**src/rtl/tmr_add_seq.sv**
```systemverilog
// Nibble-serial wide adder built on a triple-redundant 4-bit voted adder.
// Carry is chained between nibbles; voter disagreement retries the same nibble up to MAX_RETRY times.

module sum4 (
    input  logic [3:0] i_a,
    input  logic [3:0] i_b,
    input  logic       i_c,
    output logic [4:0] o_sum
);
    assign o_sum = {1'b0, i_a} + {1'b0, i_b} + {4'b0000, i_c};
endmodule

module cmp_err_3 (
    input  logic [4:0] i_l1,
    input  logic [4:0] i_l2,
    input  logic [4:0] i_l3,
    output logic       o_err
);
    // An error is flagged only when no two lanes agree; a single bad lane is outvoted.
    assign o_err = (i_l1 != i_l2) && (i_l1 != i_l3) && (i_l2 != i_l3);
endmodule

module tmr_add_seq #(
    parameter int NIBBLES   = 4,
    parameter int MAX_RETRY = 3
) (
    input  logic                   clk,
    input  logic                   rst,
    input  logic                   start,
    input  logic [4*NIBBLES-1:0]   a,
    input  logic [4*NIBBLES-1:0]   b,
    input  logic                   c_in,
    input  logic [3:0]             interference_1,
    input  logic [3:0]             interference_3,
    output logic                   busy,
    output logic                   done,
    output logic [4*NIBBLES-1:0]   sum,
    output logic                   c_out,
    output logic                   fail,
    output logic [7:0]             err_cnt
);
    localparam int W     = 4 * NIBBLES;
    localparam int IDX_W = (NIBBLES > 1) ? $clog2(NIBBLES) : 1;
    localparam int RTY_W = (MAX_RETRY > 0) ? $clog2(MAX_RETRY + 1) : 1;

    typedef enum logic {
        S_IDLE = 1'b0,
        S_CALC = 1'b1
    } state_t;

    state_t           r_state;
    logic [W-1:0]     r_a;
    logic [W-1:0]     r_b;
    logic             r_carry;
    logic [IDX_W-1:0] r_idx;
    logic [RTY_W-1:0] r_rty;
    logic [W-1:0]     r_sum;
    logic             r_cout;
    logic             r_fail;
    logic             r_done;
    logic             r_busy;
    logic [7:0]       r_err_cnt;

    state_t           w_state_nxt;
    logic [W-1:0]     w_a_nxt;
    logic [W-1:0]     w_b_nxt;
    logic             w_carry_nxt;
    logic [IDX_W-1:0] w_idx_nxt;
    logic [RTY_W-1:0] w_rty_nxt;
    logic [W-1:0]     w_sum_nxt;
    logic             w_cout_nxt;
    logic             w_fail_nxt;
    logic             w_done_nxt;
    logic             w_busy_nxt;
    logic [7:0]       w_err_cnt_nxt;

    logic [3:0]       w_nib_a;
    logic [3:0]       w_nib_b;
    logic [4:0]       w_raw1;
    logic [4:0]       w_raw2;
    logic [4:0]       w_raw3;
    logic [4:0]       w_l1;
    logic [4:0]       w_l2;
    logic [4:0]       w_l3;
    logic [4:0]       w_voted;
    logic             w_err;

    // Word-level majority: lane 1 wins if it matches either other lane, otherwise lane 2.
    function automatic logic [4:0] vote5(input logic [4:0] l1, input logic [4:0] l2,
                                         input logic [4:0] l3);
        logic [4:0] v;
        if ((l1 == l2) || (l1 == l3)) begin
            v = l1;
        end else begin
            v = l2;
        end
        return v;
    endfunction

    assign w_nib_a = r_a[4*r_idx +: 4];
    assign w_nib_b = r_b[4*r_idx +: 4];

    sum4 u_lane1 (.i_a(w_nib_a), .i_b(w_nib_b), .i_c(r_carry), .o_sum(w_raw1));
    sum4 u_lane2 (.i_a(w_nib_a), .i_b(w_nib_b), .i_c(r_carry), .o_sum(w_raw2));
    sum4 u_lane3 (.i_a(w_nib_a), .i_b(w_nib_b), .i_c(r_carry), .o_sum(w_raw3));

    // Fault injection corrupts only the sum bits of lanes 1 and 3, never the carry.
    assign w_l1 = {w_raw1[4], w_raw1[3:0] | interference_1};
    assign w_l2 = w_raw2;
    assign w_l3 = {w_raw3[4], w_raw3[3:0] | interference_3};

    cmp_err_3 u_cmp (.i_l1(w_l1), .i_l2(w_l2), .i_l3(w_l3), .o_err(w_err));

    assign w_voted = vote5(w_l1, w_l2, w_l3);

    // Next-state and datapath update for the IDLE/CALC controller.
    always_comb begin
        w_state_nxt   = r_state;
        w_a_nxt       = r_a;
        w_b_nxt       = r_b;
        w_carry_nxt   = r_carry;
        w_idx_nxt     = r_idx;
        w_rty_nxt     = r_rty;
        w_sum_nxt     = r_sum;
        w_cout_nxt    = r_cout;
        w_fail_nxt    = r_fail;
        w_done_nxt    = 1'b0;
        w_busy_nxt    = r_busy;
        w_err_cnt_nxt = r_err_cnt;
        case (r_state)
            S_IDLE: begin
                if (start) begin
                    w_a_nxt     = a;
                    w_b_nxt     = b;
                    w_carry_nxt = c_in;
                    w_sum_nxt   = {W{1'b0}};
                    w_cout_nxt  = 1'b0;
                    w_fail_nxt  = 1'b0;
                    w_idx_nxt   = {IDX_W{1'b0}};
                    w_rty_nxt   = {RTY_W{1'b0}};
                    w_busy_nxt  = 1'b1;
                    w_state_nxt = S_CALC;
                end else begin
                    w_busy_nxt  = 1'b0;
                end
            end
            S_CALC: begin
                if (!w_err) begin
                    w_sum_nxt[4*r_idx +: 4] = w_voted[3:0];
                    w_carry_nxt = w_voted[4];
                    w_rty_nxt   = {RTY_W{1'b0}};
                    if (r_idx == IDX_W'(NIBBLES - 1)) begin
                        w_cout_nxt  = w_voted[4];
                        w_done_nxt  = 1'b1;
                        w_busy_nxt  = 1'b0;
                        w_state_nxt = S_IDLE;
                    end else begin
                        w_idx_nxt   = r_idx + {{(IDX_W-1){1'b0}}, 1'b1};
                    end
                end else begin
                    w_err_cnt_nxt = (r_err_cnt == 8'hFF) ? 8'hFF : (r_err_cnt + 8'd1);
                    if (r_rty == RTY_W'(MAX_RETRY)) begin
                        w_sum_nxt   = {W{1'b0}};
                        w_cout_nxt  = 1'b0;
                        w_fail_nxt  = 1'b1;
                        w_done_nxt  = 1'b1;
                        w_busy_nxt  = 1'b0;
                        w_state_nxt = S_IDLE;
                    end else begin
                        w_rty_nxt   = r_rty + {{(RTY_W-1){1'b0}}, 1'b1};
                    end
                end
            end
            default: begin
                w_state_nxt = S_IDLE;
                w_busy_nxt  = 1'b0;
            end
        endcase
    end

    // State and datapath registers with synchronous reset.
    always_ff @(posedge clk) begin
        if (rst) begin
            r_state   <= S_IDLE;
            r_a       <= {W{1'b0}};
            r_b       <= {W{1'b0}};
            r_carry   <= 1'b0;
            r_idx     <= {IDX_W{1'b0}};
            r_rty     <= {RTY_W{1'b0}};
            r_sum     <= {W{1'b0}};
            r_cout    <= 1'b0;
            r_fail    <= 1'b0;
            r_done    <= 1'b0;
            r_busy    <= 1'b0;
            r_err_cnt <= 8'd0;
        end else begin
            r_state   <= w_state_nxt;
            r_a       <= w_a_nxt;
            r_b       <= w_b_nxt;
            r_carry   <= w_carry_nxt;
            r_idx     <= w_idx_nxt;
            r_rty     <= w_rty_nxt;
            r_sum     <= w_sum_nxt;
            r_cout    <= w_cout_nxt;
            r_fail    <= w_fail_nxt;
            r_done    <= w_done_nxt;
            r_busy    <= w_busy_nxt;
            r_err_cnt <= w_err_cnt_nxt;
        end
    end

    assign busy    = r_busy;
    assign done    = r_done;
    assign sum     = r_sum;
    assign c_out   = r_cout;
    assign fail    = r_fail;
    assign err_cnt = r_err_cnt;

endmodule

```
**config.mk**
```make
export PLATFORM = sky130hd
export DESIGN_NAME = tmr_add_seq
export DESIGN_NICKNAME = d
export VERILOG_FILES = /design/src/rtl/tmr_add_seq.sv
export SDC_FILE = /design/constraint.sdc
export NUM_CORES = 1
export LEC_CHECK = 0
export CORE_UTILIZATION = 30
export CTS_CLUSTER_SIZE = 40
export DETAILED_ROUTE_END_ITERATION = 10
export PLACE_DENSITY = 0.49
export SLEW_MARGIN = 20
export SYNTH_ARGS = -nofsm -noshare
export SYNTH_HDL_FRONTEND = slang
export SYNTH_HIERARCHICAL = 1
export SYNTH_SLANG_ARGS = --single-unit
```
**constraint.sdc**
```tcl
create_clock -name clk -period 4.05 [get_ports clk]
set_input_delay 0.6075 -clock clk [delete_from_list [all_inputs] [get_ports clk]]
set_output_delay 0.6075 -clock clk [all_outputs]
set_load 0.03 [all_outputs]
```
== Yosys cells after proc, flatten, opt, wreduce, memory -nomap -nowiden ==
Cells that the tools add are included.
Cells by class
  eq/ne operators: 16
  muxes and demuxes: 36
  shift operators: 4
  add/subtract/negate cells: 6
  reduce and logical (&&, ||, !) cells: 13
  bitwise gates (word level): 3
  multiply operators: 0
  magnitude comparators: 0
  divide/modulo/power cells: 0
Operator list (number)
  16-bit 2-to-1 mux: 3
  4-bit negation with 34-bit output: 1
  4-bit by 34-bit variable shift with 16-bit output (first input constant): 1
  4-bit by 34-bit indexed part select with 16-bit output: 1
  16-bit one-hot mux with 2 select lines: 1
  16-bit by 5-bit indexed part select with 4-bit output: 2
  1-bit 2-to-1 mux: 17
  16-bit bitwise mux: 1
  4-bit inequality test: 3
  2-bit AND reduction: 6
  2-bit 2-to-1 mux: 5
  1-bit one-hot mux with 2 select lines: 5
  3-bit AND reduction: 3
  8-bit by 1-bit adder with 8-bit output (second input constant): 1
  4-bit equality test: 2
  8-bit equality test (second input constant): 1
  8-bit 2-to-1 mux: 1
  4-bit bitwise OR: 2
  2-bit one-hot mux with 2 select lines: 2
  2-bit inequality test (second input constant): 3
  4-bit by 4-bit adder with 5-bit output: 1
  5-bit by 1-bit adder with 5-bit output: 1
  2-bit by 1-bit adder with 2-bit output (second input constant): 2
  2-bit equality test (second input constant): 2
  other kinds (9): 11
Word-level totals
  ROM bits: 0
  input bits: 44
  output and inout bits: 28
  word-level logic and storage cells: 90
  latch bits: 0
  register bits: 66
  RAM bits: 0
  memories kept: 0

== Depth between registers and ports, before layout ==
  depth after elaboration: 11
  mapped depth: 18
  mapped depth without buffers: 16

== By module ==
Netlist, hierarchy kept.
Modules (own cells, without submodules)
  tmr_add_seq: cells each 374, area each 3131.8 um^2, instances 1
  sum4: cells each 16, area each 143.9 um^2, instances 3
  cmp_err_3: cells each 22, area each 166.4 um^2, instances 1

== Least setup slack after synthesis ==
OpenSTA, ideal clock, no wires.
  path type: flip-flop to flip-flop
  start: register r_idx[0]
  end: register r_sum[2] (netlist: sum[2])
  required time: 3976 ps
  period minus slack after synthesis: 4283 ps
  arrival time: 4209 ps
  stages on the path, launching flop included: 17
  setup slack: -233 ps
  cells stage by stage: dfxtp_1 -> buf_1 -> mux4_2 -> fa_1 -> inv_1 -> fa_1 -> inv_1 -> or2_2 -> clkbuf_1 -> xnor2_1 -> nand3_1 -> nor3_1 -> nor3_1 -> nand2b_1 -> or4_1 -> or2_2 -> o21ai_0
RTL lines
  from (decl): RTL line 55  | logic [IDX_W-1:0] r_idx;
  from (signal assigned): RTL line 188  | r_idx <= {IDX_W{1'b0}};
  from (signal assigned): RTL line 201  | r_idx <= w_idx_nxt;
  16-bit by 5-bit indexed part select with 4-bit output (*): RTL line 101  | assign w_nib_b = r_b[4*r_idx +: 4];
  named net w_nib_b[0]: RTL line 78  | logic [3:0] w_nib_b;
  4-bit by 4-bit adder with 5-bit output (*): RTL line 10  | assign o_sum = {1'b0, i_a} + {1'b0, i_b} + {4'b0000, i_c};
  5-bit by 1-bit adder with 5-bit output (*): RTL line 10
  named net w_raw3[1]: RTL line 81  | logic [4:0] w_raw3;
  4-bit bitwise OR (*): RTL line 110  | assign w_l3 = {w_raw3[4], w_raw3[3:0] | interference_3};
  named net w_l3[1]: RTL line 84  | logic [4:0] w_l3;
  4-bit inequality test: RTL line 20  | assign o_err = (i_l1 != i_l2) && (i_l1 != i_l3) && (i_l2 != i_l3);
  1-bit logical AND: RTL line 20
  1-bit logical AND (*): RTL line 20
  named net w_err: RTL line 86  | logic w_err;
  16-bit 2-to-1 mux / 3-bit by 2-bit inequality test with 1-bit output (equally long branches)
  16-bit one-hot mux with 2 select lines / 2-bit AND reduction (equally long branches)
  to (signal assigned): RTL line 190  | r_sum <= {W{1'b0}};
  to (signal assigned): RTL line 203  | r_sum <= w_sum_nxt;
  to (decl): RTL line 57  | logic [W-1:0] r_sum;
The timed path passes the listed nets; every way through them passes the cells marked *.
A chain may end at the register's enable or synchronous reset.

== Worst setup path after layout ==
  start: register r_idx[1]
  end: register r_sum[0] (netlist: sum[0])
RTL lines
  16-bit by 5-bit indexed part select with 4-bit output (*): RTL line 100  | assign w_nib_a = r_a[4*r_idx +: 4];
  named net w_nib_a[1]: RTL line 77  | logic [3:0] w_nib_a;
  4-bit by 4-bit adder with 5-bit output (*): RTL line 10
  5-bit by 1-bit adder with 5-bit output (*): RTL line 10
  named net w_raw3[3]: RTL line 81
  4-bit bitwise OR (*): RTL line 110
  named net w_l3[3]: RTL line 84
  4-bit inequality test: RTL line 20
  1-bit logical AND: RTL line 20
  1-bit logical AND (*): RTL line 20
  named net w_err: RTL line 86
  16-bit 2-to-1 mux / 3-bit by 2-bit inequality test with 1-bit output (equally long branches)
  16-bit one-hot mux with 2 select lines / 2-bit AND reduction (equally long branches)
Marks and branches as above.

==> flow_summary_export.csv <==
group,metric,value,unit
cts,cts_sinks,66,
sta,tightest_slew,0.653,ns
power_and_ir_drop,power_density,398,nW/um2
synthesis,syn_area_per_cell,8.40,um2
sta,rsz0062_at_grt,"false",
layout,final_area,5110,um2
floorplanning,start_util,30.9,%
critical_path,critPathKind,"reg -> reg",
worst_hold_path,hold_path_class,"reg -> reg",
cts,cts_setup_buffers,0,
power_and_ir_drop,ir_drop,0.210,mV
global_routing,groute.usage.overall,15.5,%
global_routing,antenna_found_initial,0,
detailed_routing,via_per_inst,4.68,
layout,layout-drive-gt1-share,14.2,%
power_and_ir_drop,power.leakage,1.98,nW
sta,finalCriticalPeriod,3.81,ns
detailed_routing,detail_route.iter0.violations,114,
cts,h-tree-depth,3,
synthesis,async_flop_share,0,%
sta,setup_viol,0,
critical_path,ff2ff_path_depth,15,
detailed_routing,firstDrtPassIters,4,
critical_path,r2r-start,"r_idx[1]",
critical_path,crit_cells,15,
placement,place_hpwl,6980,um
sta,fin_worst_skew,0.00795,ns
critical_path,r2r_setup_slack,0.24,ns
floorplanning,rows,40,
critical_path,crit_family,"simple AND/OR/NAND/NOR gates",
critical_path,r2r_end,"sum[0]",
floorplanning,die_width,114,um
sta,fin_hold_ws,0.450,ns
run,maxCapViolCount,0,
synthesis,synth_fp_nets,511,
detailed_routing,ant_nets,0,
detailed_routing,routed_wirelength,9260,um
sta,relSlewSlack,56.4,%
layout,diodes,0,
cts,cts-root-buf,"clkbuf_16",
global_routing,grt_max_degree,63,
layout,nNetsFinal,589,
critical_path,critPathCapture,"sum[0]",
synthesis,synth-seq-cells,66,
layout,nFillCells,1230,
placement,dpl_cell_area,4720,um2
critical_path,worstPathArrival,4.07,ns
run_status,outcome,"complete, no violations",
synthesis,synthCells,444,
layout,multi_input_area,2300,um2
cts,clk_latency,0.33,ns
sta,max_freq,263,MHz
critical_path,crit_start,"r_idx[1]",
critical_path,crit_chain,"buf_4, mux4_2, ha_1, a21o_1, a21oi_2, xnor2_1, or2_2, xnor2_1, nand3_1, nor3_4, nor3_4, nand2b_1, or4_4, or2_2, o21ai_0",
critical_path,required,4.31,ns
layout,seq_area,1320,um2
sta,fin_crit_sh,94.0,%
floorplanning,dieArea,12900,um2
placement,gp_congestion,0.890,
critical_path,cp_max_fo,5,
floorplanning,coreArea,12100,um2
cts,clkTransAtPathRegs,0.06,ns
sta,finalHoldViolCount,0,
global_routing,grt_pass1_wl,15600,um
floorplanning,io_pins,72,
synthesis,ys_seq_area_share,35.4,%
floorplanning,dieHeight,114,um
critical_path,worstSetupStartpointType,"flip-flop",
detailed_routing,drt-wirelength-per-cell,13.3,um
critical_path,slowest_stage,"mux4_2",
global_routing,grt.overflow.total,0,
critical_path,critical-path-max-stage-delay,0.56,ns
sta,tns,0,ns
detailed_routing,vias,3251,
critical_path,worst-path-buf-inv,1,
critical_path,crit_path_end_kind,"flip-flop",
global_routing,grt_pass1_vias,3208,
synthesis,synth_edf_count,0,
placement,portBuffers,71,
sta,slew_viol_final,0,
synthesis,syn_area,3730,um2
cts,numCtsBuffers,9,
layout,area_delta_synth_final,37.0,%
cts,clockBufferDepth,2,
detailed_routing,drc,0,
cts,cts_tree,"done",
synthesis,yosysWarnings,6,
synthesis,synth_cell_types,50,
synthesis,yosys_most_used_dff,"dfxtp_1",
==> metal layers <==
layer  vias up  track usage, %  part of all wire (%)
met5         -               0                     0
met4         0            4.21                   1.2
met3         9            3.61                   3.8
met2        62            24.8                    46
met1      1507            20.8                    50
li1       1673               -                     -
==> flip-flops by register name (all words and copies together) (netlist names) <==
signal   flops
busy         1
r_a         16
r_b         16
done         1
fail         1
r_state      1
r_carry      1
r_rty        2
c_out        1
sum         16
r_idx        2
err_cnt      8
==> cell type report <==
class	instances	area share [%]
Multi-Input combinational cell	335	45.0
Tap cell	168	4.11
Timing Repair Buffer	93	17.3
Clock inverter	7	1.96
Clock buffer	9	4.41
Inverter	17	1.25
Sequential cell	66	25.9
==> Yosys cell counts (all sizes together), types with 8 or more instances <==
cell type  count  area, um2
mux4           8        180
nor3           8       40.0
a21oi         48        252
a22o           8       70.1
xor2           9       78.8
nand3          9       45.0
nor2b          8       50.1
or2            9       56.3
xnor2         20        175
nand2         81        304
dfxtp         66       1320
nand2b         9       56.3
ha            17        213
clkbuf        23       87.6
inv           17       63.8
nor2          28        105
o21ai         11       55.1
==> layout by cell type (no fill, tap or decap), drive strengths merged, types with 4 or more instances in the layout <==
| cell type | synthesis | routed |
|---|---|---|
| mux2i | 6 | 6 |
| nand2 | 81 | 81 |
| ha | 17 | 17 |
| fa | 6 | 6 |
| clkdlybuf4s50 | 0 | 70 |
| xor2 | 9 | 9 |
| nor3 | 8 | 8 |
| clkbuf | 23 | 9 |
| nor2b | 8 | 8 |
| or2 | 9 | 9 |
| a21o | 4 | 4 |
| inv | 17 | 19 |
| dfxtp | 66 | 66 |
| a21oi | 48 | 48 |
| buf | 3 | 23 |
| nand3 | 9 | 9 |
| o21ai | 11 | 11 |
| and3 | 4 | 4 |
| nand2b | 9 | 9 |
| nor2 | 28 | 28 |
| mux4 | 8 | 8 |
| xnor2 | 20 | 20 |
| a22o | 8 | 8 |
==> where the power goes <==
part	total [mW]	switching, mW	internal [mW]
clock	0.862	0.318	0.544
combinational	0.470	0.244	0.227
sequential	0.701	0.0231	0.678
==> how the worst min path moves through the flow <==
stage          slack (ns)      end  startpoint  depth (start not counted)
2_1_floorplan        0.43   r_a[4]      r_a[4]                          2
3_3_place_gp         0.44  sum[10]     sum[10]                          2
3_5_place_dp         0.44  sum[10]     sum[10]                          2
4_1_cts              0.46   r_a[7]      r_a[7]                          2
5_1_grt              0.47  sum[11]     sum[11]                          2
6_report             0.45  sum[10]     sum[10]                          2
==> worst min-delay path: stages, from the launching register on <==
cell and delay (ns):
dfxtp_1 0.32, nand2_1 0.04, o21ai_0 0.05
==> through the flow <==
stage / power (mW) / utilization [%] / instances / setup slack [ns]
after floorplan: 1.01 / - / 444 / 0.0672
after global placement: 1.17 / 39.2 / 679 / 0.0281
after detailed placement: 1.17 / 39.2 / 679 / -0.0538
after CTS: 2.05 / 42.0 / 695 / 0.0280
after global routing: 2.14 / 42.4 / 695 / 0.00228
final: 2.03 / 42.4 / 695 / 0.244
==> cells by family after synthesis <==
group	share of synthesized area, %
muxes	7.35
adders and majority gates	8.92
AOI/OAI and AO/OA	16.1
DFF	35.4
xor gates and xnor gates	6.81
buffers and inverters	4.43
and+or+nand+nor	21.0
==> timing repair <==
| item | CTS | global route |
|---|---|---|
| pin swaps | 0 | 3 |
| setup endpoints to repair | 3 | 24 |
| hold buffers | 0 | 0 |
| hold endpoints to repair | 0 | 0 |
| resized for setup | 4 | 13 |
No activity file was read; power rests on OpenSTA's default activity.
